$ cat src/rtl/datapath_pkg.sv
// Shared datapath definitions: responder FSM state encoding,
// access op encoding, default widths and the wait-counter width helper.
package datapath_pkg;

    localparam int DEF_DATA_W = 32;
    localparam int DEF_ADDR_W = 5;

    typedef enum logic [1:0] {
        ST_IDLE = 2'd0,
        ST_WAIT = 2'd1,
        ST_DONE = 2'd2
    } state_t;

    typedef enum logic {
        OP_READ  = 1'b0,
        OP_WRITE = 1'b1
    } op_t;

    // Wait counter width, never narrower than one bit.
    function automatic int cnt_width(input int n);
        return (n < 1) ? 1 : $clog2(n + 1);
    endfunction

endpackage

$ cat src/rtl/mem_datos_ram.sv
// Single-port synchronous data array: write-enable, registered read, no reset.
// Ports: clk, we, re, addr, din in; q out (updates only on re).
module mem_datos_ram #(
    parameter int DATA_W = 32,
    parameter int ADDR_W = 5
) (
    input  logic              clk,
    input  logic              we,
    input  logic              re,
    input  logic [ADDR_W-1:0] addr,
    input  logic [DATA_W-1:0] din,
    output logic [DATA_W-1:0] q
);

    logic [DATA_W-1:0] mem [2**ADDR_W];

    always_ff @(posedge clk) begin
        if (we) mem[addr] <= din;
        if (re) q <= mem[addr];
    end

endmodule

$ cat src/rtl/mem_datos_resp.sv
// Data-memory responder: accepts W/R strobes in IDLE, waits WAIT_CYC cycles,
// then commits the access and pulses DONE. Ports: CLK, RST, W, R, ADDR, DIN
// in; DOUT (last completed read), BUSY, DONE, ERR (W and R both high) out.
module mem_datos_resp
    import datapath_pkg::*;
#(
    parameter int DATA_W   = DEF_DATA_W,
    parameter int ADDR_W   = DEF_ADDR_W,
    parameter int WAIT_CYC = 1
) (
    input  logic              CLK,
    input  logic              RST,
    input  logic              W,
    input  logic              R,
    input  logic [ADDR_W-1:0] ADDR,
    input  logic [DATA_W-1:0] DIN,
    output logic [DATA_W-1:0] DOUT,
    output logic              BUSY,
    output logic              DONE,
    output logic              ERR
);

    localparam int CW = cnt_width(WAIT_CYC);
    localparam bit ZW = (WAIT_CYC == 0);
    localparam logic [CW-1:0] CNT_LOAD =
        ZW ? '0 : CW'(WAIT_CYC - 1);

    state_t            state;
    state_t            nxt;
    logic [CW-1:0]     cnt;
    logic [ADDR_W-1:0] a_q;
    logic [DATA_W-1:0] d_q;
    op_t               op_q;
    logic              err_q;
    logic              rd_ok;

    logic              acc_w;
    logic              acc_r;
    logic              fin;
    logic              ram_we;
    logic              ram_re;
    logic [ADDR_W-1:0] ram_addr;
    logic [DATA_W-1:0] ram_din;
    logic [DATA_W-1:0] ram_q;

    assign acc_w = (state == ST_IDLE) && W && !R;
    assign acc_r = (state == ST_IDLE) && R && !W;
    assign fin   = (state == ST_WAIT) && (cnt == '0);

    // With no wait cycles the access happens on the accepting edge,
    // so the RAM sees the live ADDR/DIN instead of the latched copies.
    always_comb begin
        ram_we = 1'b0;
        ram_re = 1'b0;
        if (ZW) begin
            ram_we = acc_w;
            ram_re = acc_r;
        end else begin
            ram_we = fin && (op_q == OP_WRITE);
            ram_re = fin && (op_q == OP_READ);
        end
        // Reset aborts any pending access.
        ram_we = ram_we && !RST;
        ram_re = ram_re && !RST;
    end

    assign ram_addr = (state == ST_IDLE) ? ADDR : a_q;
    assign ram_din  = (state == ST_IDLE) ? DIN : d_q;

    mem_datos_ram #(
        .DATA_W(DATA_W),
        .ADDR_W(ADDR_W)
    ) u_ram (
        .clk (CLK),
        .we  (ram_we),
        .re  (ram_re),
        .addr(ram_addr),
        .din (ram_din),
        .q   (ram_q)
    );

    always_ff @(posedge CLK or posedge RST) begin
        if (RST) state <= ST_IDLE;
        else     state <= nxt;
    end

    always_comb begin
        nxt = state;
        unique case (state)
            ST_IDLE: begin
                if (acc_w || acc_r)
                    nxt = ZW ? ST_DONE : ST_WAIT;
            end
            ST_WAIT: begin
                if (cnt == '0) nxt = ST_DONE;
            end
            ST_DONE: nxt = ST_IDLE;
            default: nxt = ST_IDLE;
        endcase
    end

    always_ff @(posedge CLK or posedge RST) begin
        if (RST) begin
            cnt   <= '0;
            a_q   <= '0;
            d_q   <= '0;
            op_q  <= OP_READ;
            err_q <= 1'b0;
            rd_ok <= 1'b0;
        end else begin
            err_q <= (state == ST_IDLE) && W && R;
            if (acc_w || acc_r) begin
                a_q  <= ADDR;
                op_q <= acc_w ? OP_WRITE : OP_READ;
                cnt  <= CNT_LOAD;
                if (acc_w) d_q <= DIN;
            end else if ((state == ST_WAIT) && (cnt != '0)) begin
                cnt <= cnt - 1'b1;
            end
            if (ram_re) rd_ok <= 1'b1;
        end
    end

    // The array has no reset; rd_ok masks its read register until the
    // first read after reset so DOUT comes out of reset as zero.
    always_comb begin
        BUSY = (state != ST_IDLE);
        DONE = (state == ST_DONE);
        ERR  = err_q;
        DOUT = {DATA_W{rd_ok}} & ram_q;
    end

endmodule

$ cat config.mk
export PLATFORM = sky130hd
export DESIGN_NAME = mem_datos_resp
export DESIGN_NICKNAME = d
export VERILOG_FILES = /design/src/rtl/datapath_pkg.sv /design/src/rtl/mem_datos_ram.sv /design/src/rtl/mem_datos_resp.sv
export SDC_FILE = /design/constraint.sdc
export NUM_CORES = 1
export LEC_CHECK = 0
export BUFFER_PORTS_ARGS = -buffer_cell sky130_fd_sc_hd__buf_2
export CAP_MARGIN = 20
export CORE_AREA = 2 2 390 238
export DETAILED_ROUTE_END_ITERATION = 10
export DIE_AREA = 0 0 392 240
export GPL_TIMING_DRIVEN = 0
export MAX_ROUTING_LAYER = met4
export PLACE_DENSITY_LB_ADDON = 0.2
export SYNTH_ARGS = -nofsm -noshare
export SYNTH_HDL_FRONTEND = slang
export SYNTH_SLANG_ARGS = --single-unit
$ cat constraint.sdc
create_clock -name CLK -period 4.05 [get_ports CLK]
set_clock_uncertainty 0.1 [all_clocks]
set_input_delay 0.2025 -clock CLK [delete_from_list [all_inputs] [get_ports CLK]]
set_output_delay 0.2025 -clock CLK [all_outputs]
set_load 0.01 [all_outputs]
==> results of run 1 <==
## logic make-up (layout without fill, tap and decap cells)
kind of cell	Yosys count	count (layout)	synth area share (%)
mux	71	71	1.98
flops	1099	1099	81.2
other cells	0	6	0
xor+xnor	1	1	0.0217
compound gates	652	652	13.3
simple gates	135	135	1.91
buf+inv	152	530	1.63
## worst register-to-register path, delay by kind of cell (launching register included)
| family | cells | cell delay, ns |
|---|---|---|
| flip-flops | 1 | 0.61 |
| AND/OR/NAND/NOR | 2 | 0.65 |
| AO/OA/AOI/OAI | 4 | 1.40 |
| buffers and inverters | 3 | 0.97 |
## sequential cells by signal, summed over array words and instances, names as in the netlist
signal	flops
ERR	1
a_q	5
cnt	1
d_q	32
op_q	1
rd_ok	1
state	2
u_ram.mem	1024
u_ram.q	32
## worst paths after layout
check | from | to | slack (ns)
setup / recovery | state[1]$_DFFE_PP0P_ | u_ram.q[28]$_DFFE_PP_ | 0.08
hold / removal | DIN[22] | d_q[22]$_DFFE_PP0P_ | 0.20
setup reg to reg | state[1]$_DFFE_PP0P_ | u_ram.q[28]$_DFFE_PP_ | 0.08
hold reg to reg | d_q[31]$_DFFE_PP0P_ | d_q[31]$_DFFE_PP0P_ | 0.40
max in group asynchronous | RST | d_q[8]$_DFFE_PP0P_ | 2.78
min in group asynchronous | RST | ERR$_DFF_PP0_ | 0.52
## power by group
| part | total, W | switching (W) | internal, W |
|---|---|---|---|
| Combinational | 0.00846 | 0.00601 | 0.00245 |
| Clock | 0.00918 | 0.00408 | 0.00510 |
| Sequential | 0.0143 | 0.000159 | 0.0141 |
| Total | 0.0319 | 0.0103 | 0.0217 |
## cells in the final DEF, fill, tap and decap left out, types with 4 or more instances in the layout
master,count
clkinv_1,12
or4_1,32
clkbuf_8,4
edfxtp_1,1056
a22o_1,256
buf_2,137
and2_1,32
o22ai_1,128
buf_6,5
buf_4,28
a221oi_1,256
nand2_1,10
clkinv_2,16
buf_12,44
buf_8,8
nand2b_1,6
mux2_2,70
nand2_2,4
nor2_4,33
clkinvlp_4,8
o21ai_0,5
clkbuf_1,102
dlygate4sd3_1,42
clkbuf_16,101
diode_2,6
bufinv_16,7
dfrtp_1,43
buf_1,6
## routing by layer
metal | up-vias | global-route usage (%) | share of wire [%]
met1 | 12300 | 39.6 | 43
met2 | 1578 | 37.4 | 42
met5 | - | - | 0
met3 | 194 | 6.87 | 12
li1 | 9714 | - | -
met4 | 0 | 6.08 | 2.2
## area by class of cell
| type | instances | area, um^2 | area share [%] |
|---|---|---|---|
| Antenna cell | 6 | 15.0 | 0.0317 |
| Buffer | 148 | 648 | 1.37 |
| Clock buffer | 132 | 2680 | 5.67 |
| Clock inverter | 47 | 430 | 0.909 |
| Inverter | 3 | 11.3 | 0.0238 |
| Multi-Input combinational cell | 859 | 7210 | 15.2 |
| Sequential cell | 1099 | 32800 | 69.2 |
| Tap cell | 1232 | 1540 | 3.25 |
| Timing Repair Buffer | 200 | 2040 | 4.32 |
## stage by stage
stage / util (%) / setup slack (ns)
floorplan: - / 0.411
global placement: 46.7 / -2.79
detailed placement: 47.8 / -0.638
CTS: 52.1 / 0.0850
global route: 52.3 / 0.0372
finish: 52.3 / 0.0818
## what timing repair did
item / CTS / global route
endpoints found under the hold margin: 97 / 0
setup endpoints to repair: 862 / 298
pin swaps: 25 / 0
buffers inserted: 38 / 0
gates resized for setup: 5 / 2
hold buffers: 42 / 0
==> key figures, run 1 <==
Global route
  • Total GRT Usage: between 20 and 30%
  • First-pass GRT wire length: 170,000 um
  • GRT Residual Overflow: 0
  • Vias in the first global route: about 23,000
  • Initial antenna violation count: 7
  • Largest net degree at the start of global routing: 33

Synthesis
  • Share of the synthesized area in the top cell type: between 70 and 80%
  • Synth area leaders: edfxtp_1 (79%), a221oi_1 (5.6%), a22o_1 (5.6%)
  • Register area share after synthesis: 81.2%
  • Number of enable flip-flop cells after synthesis: around 1,100
  • Commonest cells post-synth: edfxtp_1 (1,056), a221oi_1 (256), a22o_1 (256), o22ai_1 (128), clkbuf_1 (77)
  • Count of different cell masters after synthesis: 36
  • Cell taking the most area after synthesis: edfxtp_1
  • Syn Inst Count: about 2,100
  • Cell Area, Synth: about 0.040 mm^2
  • Ys async rst share: 3.91%
  • Yosys warns: 0
  • Syn_area_per_cell: 19.1 um^2
  • Primary FF master, synth: edfxtp_1
  • Number of synthesized register bits: about 1,100
  • Syn nets: roughly 2,200
  • Count leader, synth: edfxtp_1

Critical path
  • Slowest CP cell: a221oi_1
  • WP depth: 9
  • WP data arrival: 4.29 ns
  • WP data required: between 4 and 5 ns
  • Worst Setup Path Type: register to register
  • Critical path, cell by cell: nor2_4 -> inv_2 -> o21ai_2 -> buf_2 -> clkbuf_1 -> a22o_1 -> a221oi_1 -> o22ai_1 -> or4_1
  • Crit-path max FO: 10
  • Crit. End Element: register
  • Crit path largest cell delay: just under 0.8 ns
  • CP startpoint kind: register
  • Crit-path leading delay family: compound AO/OA/AOI/OAI gates
  • Buf/Inv on CP: 3
  • R2R depth: 9

Place
  • HPWL after DPL: 79,600 um
  • Placed standard-cell area: around 0.043 mm^2
  • Port bufs: 75
  • Placed Instances: between 3,000 and 4,000
  • Placer Congestion: 0.823

STA
  • Worst-Margin Slew: 1.16 ns
  • Worst slew margin: around 22%
  • Final Hold Vio Count: 0
  • Min Tclk post-route: 3.97 ns
  • Final max-slew violation count: 0
  • Final setup violation count: 0
  • Unrepaired setup endpoints after global routing: false
  • Fmax: approximately 0.25 GHz
  • Setup TNS Final: 0 ns
  • Period utilization: between 90% and 100%
  • Hold WS: 0.197 ns

Power and ir drop
  • PD cells: 674 mW/mm^2
  • Final Total Pwr: 0.0319 W
  • Max IR drop VDD: between 0.4 and 0.5 mV
  • P_leak: 15.2 nW

Route
  • Via count: roughly 24,000
  • Residual DRC: 0
  • Final Routed Wirelength: roughly 120,000 um
  • Vias per inst: ~6.4
  • WL per Instance: between 30 and 40 um
  • Detail Route Antenna Nets: 0
  • 1st-iter DRT viols: 3,724
  • 1st-pass router iterations: 6

Die
  • Die Wd: 392 um
  • Core area: 0.0906 mm^2
  • Initial Util: between 40% and 50%
  • Full die area: 0.0941 mm^2
  • Die Y: 240 um
  • Core Rows: 86
  • Ports: 76

CTS
  • Reg clk slew, reported paths: around 0.070 ns
  • # clock sinks: between 1,000 and 1,500
  • Clk Latency, worst-skew pair: slightly below 0.7 ns
  • CTS tree: done
  • CTS buffer count: between 90 and 100
  • Clock Root Buffer: clkbuf_16
  • H-tree Lvls: 3
  • Clock Path Buffers: 3

Status
  • Status: completed

Worst hold path
  • Hold Crit Depth: 3
  • Min-Delay Path Class: primary input to register

Finish
  • Cell Count, Final, Fillers Out: roughly 3,700
  • # fillers: 7,120
  • Design area: between 0.04 and 0.05 mm^2
  • Fraction of layout cells with a size suffix above 1: ~19%
  • Final net count: around 2,400
  • Area growth from synthesis to layout: 17.3%

Flow run
  • # Max-Cap Violations: 0
(Power assumes the default switching activity.)
==> run 2: changes to the inputs <==
- CTS_BUF_LIST: default -> sky130_fd_sc_hd__clkbuf_8
==> run 2 against run 1 <==
  * Combinational power is 0.8% higher
  * Register-to-register slack hardly changed
  * Maximum frequency is 0.32% lower
  * Count of clock-buffer cells in the layout is 36 higher
  * Largest cell class unchanged
==> key figures, run 2 (synthesis results as in run 1) <==
STA
  • Setup TNS Final: 0 ns (unchanged)
  • Worst-Margin Slew: 1.23 ns (was 1.16 ns)
  • Period utilization: 98.3% (was 98.0%)
  • Unrepaired setup endpoints after global routing: false (unchanged)
  • Hold WS: 0.0577 ns (was 0.197 ns)
  • Fmax: 0.251 GHz (was 0.252 GHz)
  • Final Hold Vio Count: 0 (unchanged)
  • Min Tclk post-route: 3.98 ns (was 3.97 ns)
  • Final max-slew violation count: 0 (unchanged)
  • Final setup violation count: 0 (unchanged)
  • Worst slew margin: 18.0% (was 22.5%)
  • Worst Slack Setup Final: 0.0690 ns (was 0.0818 ns)

CTS
  • Clock Path Buffers: 3 (unchanged)
  • Reg clk slew, reported paths: 0.06 ns (was 0.07 ns)
  • CTS tree: done (unchanged)
  • # clock sinks: 1,099 (unchanged)
  • Clk Latency, worst-skew pair: 0.87 ns (was 0.69 ns)
  • CTS buffer count: 159 (was 97)
  • H-tree Lvls: 4 (was 3)
  • Clock Root Buffer: clkbuf_8 (was clkbuf_16)

Route
  • Residual DRC: 0 (unchanged)
  • 1st-pass router iterations: 6 (unchanged)
  • Via count: 24,500 (was 23,800)
  • Final Routed Wirelength: 125,000 um (was 123,000 um)
  • Vias per inst: 6.33 (was 6.38)
  • 1st-iter DRT viols: 3,772 (was 3,724)
  • Detail Route Antenna Nets: 0 (unchanged)
  • WL per Instance: 32.4 um (was 33.0 um)

Critical path
  • Buf/Inv on CP: 3 (unchanged)
  • Crit path largest cell delay: 0.70 ns (was 0.79 ns)
  • Crit-path leading delay family: compound AO/OA/AOI/OAI gates (unchanged)
  • Slowest CP cell: a221oi_1 (unchanged)
  • RR Startpoint: state[0]$_DFFE_PP0P_ (was state[1]$_DFFE_PP0P_)
  • Crit-path max FO: 10 (unchanged)
  • WP data required: 4.53 ns (was 4.37 ns)
  • Critical path, cell by cell: nor2_4 -> inv_2 -> o21ai_2 -> buf_2 -> clkbuf_1 -> a22o_1 -> a221oi_1 -> o22ai_1 -> or4_1 (unchanged)
  • Crit. End Element: register (unchanged)
  • WP data arrival: 4.47 ns (was 4.29 ns)
  • Crit. Startpoint: state[0]$_DFFE_PP0P_ (was state[1]$_DFFE_PP0P_)
  • CP startpoint kind: register (unchanged)
  • Worst Setup Path Type: register to register (unchanged)

Status
  • Status: completed (unchanged)

Finish
  • Top Registers: u_ram.mem (1024), d_q (32), u_ram.q (32) (unchanged)
  • Biggest register: u_ram.mem (unchanged)
  • Most common cell after layout, fill and taps aside: edfxtp_1 (unchanged)
  • Fraction of layout cells with a size suffix above 1: 20.8% (was 19.4%)
  • Max reg flops: 1,024 (unchanged)
  • Final core occ: 52.4% (was 52.3%)
  • Cell Count, Final, Fillers Out: 3,871 (was 3,726)
  • Area growth from synthesis to layout: 17.6% (was 17.3%)
  • Most frequent cells in the layout: edfxtp_1 (1,056), a22o_1 (256), a221oi_1 (255) (was edfxtp_1 (1,056), a22o_1 (256), a221oi_1 (256))
  • Final net count: 2,545 (was 2,449)

Flow run
  • # Max-Cap Violations: 0 (unchanged)

Power and ir drop
  • PD cells: 655 mW/mm^2 (was 674 mW/mm^2)
  • P_leak: 15.5 nW (was 15.2 nW)
  • Max IR drop VDD: 0.412 mV (was 0.499 mV)

Global route
  • GRT met2 Usage: 37.6% (was 37.4%)
  • GRT Residual Overflow: 0 (unchanged)
  • Most used routing layer: met1 (unchanged)
  • First-pass GRT wire length: 174,000 um (was 170,000 um)
  • Total GRT Usage: 27.5% (was 26.8%)
  • Met3 Use GR: 7.36% (was 6.87%)
  • Initial antenna violation count: 9 (was 7)
  • Largest net degree at the start of global routing: 33 (unchanged)
  • Met1 usage: 39.7% (was 39.6%)
  • Vias in the first global route: 23,500 (was 22,600)

Die
  • Die Y: 240 um (unchanged)
  • Initial Util: 44.6% (unchanged)
  • Full die area: 0.0941 mm^2 (unchanged)
  • Ports: 76 (unchanged)
  • Core area: 0.0906 mm^2 (unchanged)
  • Die Wd: 392 um (unchanged)
  • Core Rows: 86 (unchanged)

Place
  • Placed Instances: 3,455 (unchanged)
  • Setup slack at placement: -0.638 ns (unchanged)
  • HPWL after DPL: 79,600 um (unchanged)
  • Placer Congestion: 0.823 (unchanged)
  • Port bufs: 75 (unchanged)

Worst hold path
  • Min-Delay Path Class: primary input to register (unchanged)
  • Hold Crit Start: DIN[24] (was DIN[22])
-- run 2: area by class of cell --
| type | count | area, um^2 |
|---|---|---|
| diodes | 3 | 7.51 |
| flip-flops and latches | 1099 | 32800 |
| repair buffers | 234 | 2370 |
| plain buffers | 148 | 648 |
| multi-input cells | 859 | 7210 |
| inverters | 3 | 11.3 |
| clock inverters | 125 | 604 |
| clock buffers | 168 | 2310 |
| fillers | 7184 | 43100 |
| well taps | 1232 | 1540 |
-- run 2: worst paths after layout --
check,to,slack (ns),depth (start not counted)
setup / recovery,u_ram.q[27]$_DFFE_PP_,0.07,9
hold / removal,d_q[24]$_DFFE_PP0P_,0.06,3
setup reg to reg,u_ram.q[27]$_DFFE_PP_,0.07,9
hold reg to reg,d_q[31]$_DFFE_PP0P_,0.40,1
max in group asynchronous,d_q[3]$_DFFE_PP0P_,2.95,5
min in group asynchronous,ERR$_DFF_PP0_,0.32,4
-- run 2: repair_timing --
| item | 4_1_cts | 5_1_grt |
|---|---|---|
| pin swaps | 27 | 0 |
| hold endpoints to repair | 115 | 0 |
| hold buffers | 72 | 0 |
| endpoints found under the setup margin | 907 | 299 |
| buffers inserted | 42 | 0 |
| gates resized for setup | 4 | 3 |
-- run 2: power breakdown --
group / total (W) / internal (W) / switching [W]
Sequential: 0.0143 / 0.0141 / 0.000163
Combinational: 0.00853 / 0.00247 / 0.00605
Clock: 0.00831 / 0.00399 / 0.00432
Total: 0.0311 / 0.0206 / 0.0105
-- run 2: routing by layer --
layer,wire length (um),part of all wire (%)
met3,15400,12
met4,3640,2.9
met2,52900,42
met5,0,0
met1,53500,43
-- run 2: stage by stage --
step                area (um^2)  total power, W
floorplan                 40400          0.0190
detailed placement        43300          0.0227
global route              47500          0.0321
CTS                       47400          0.0309
finish                    47500          0.0311
global placement          42300          0.0223
-- run 2: worst reg2reg max path: cells and delay by family, from the launching register on --
family                 cells  cell delay [ns]
AO/OA/AOI/OAI              4             1.36
buffers and inverters      3             1.00
flip-flops                 1             0.60
AND/OR/NAND/NOR            2             0.67
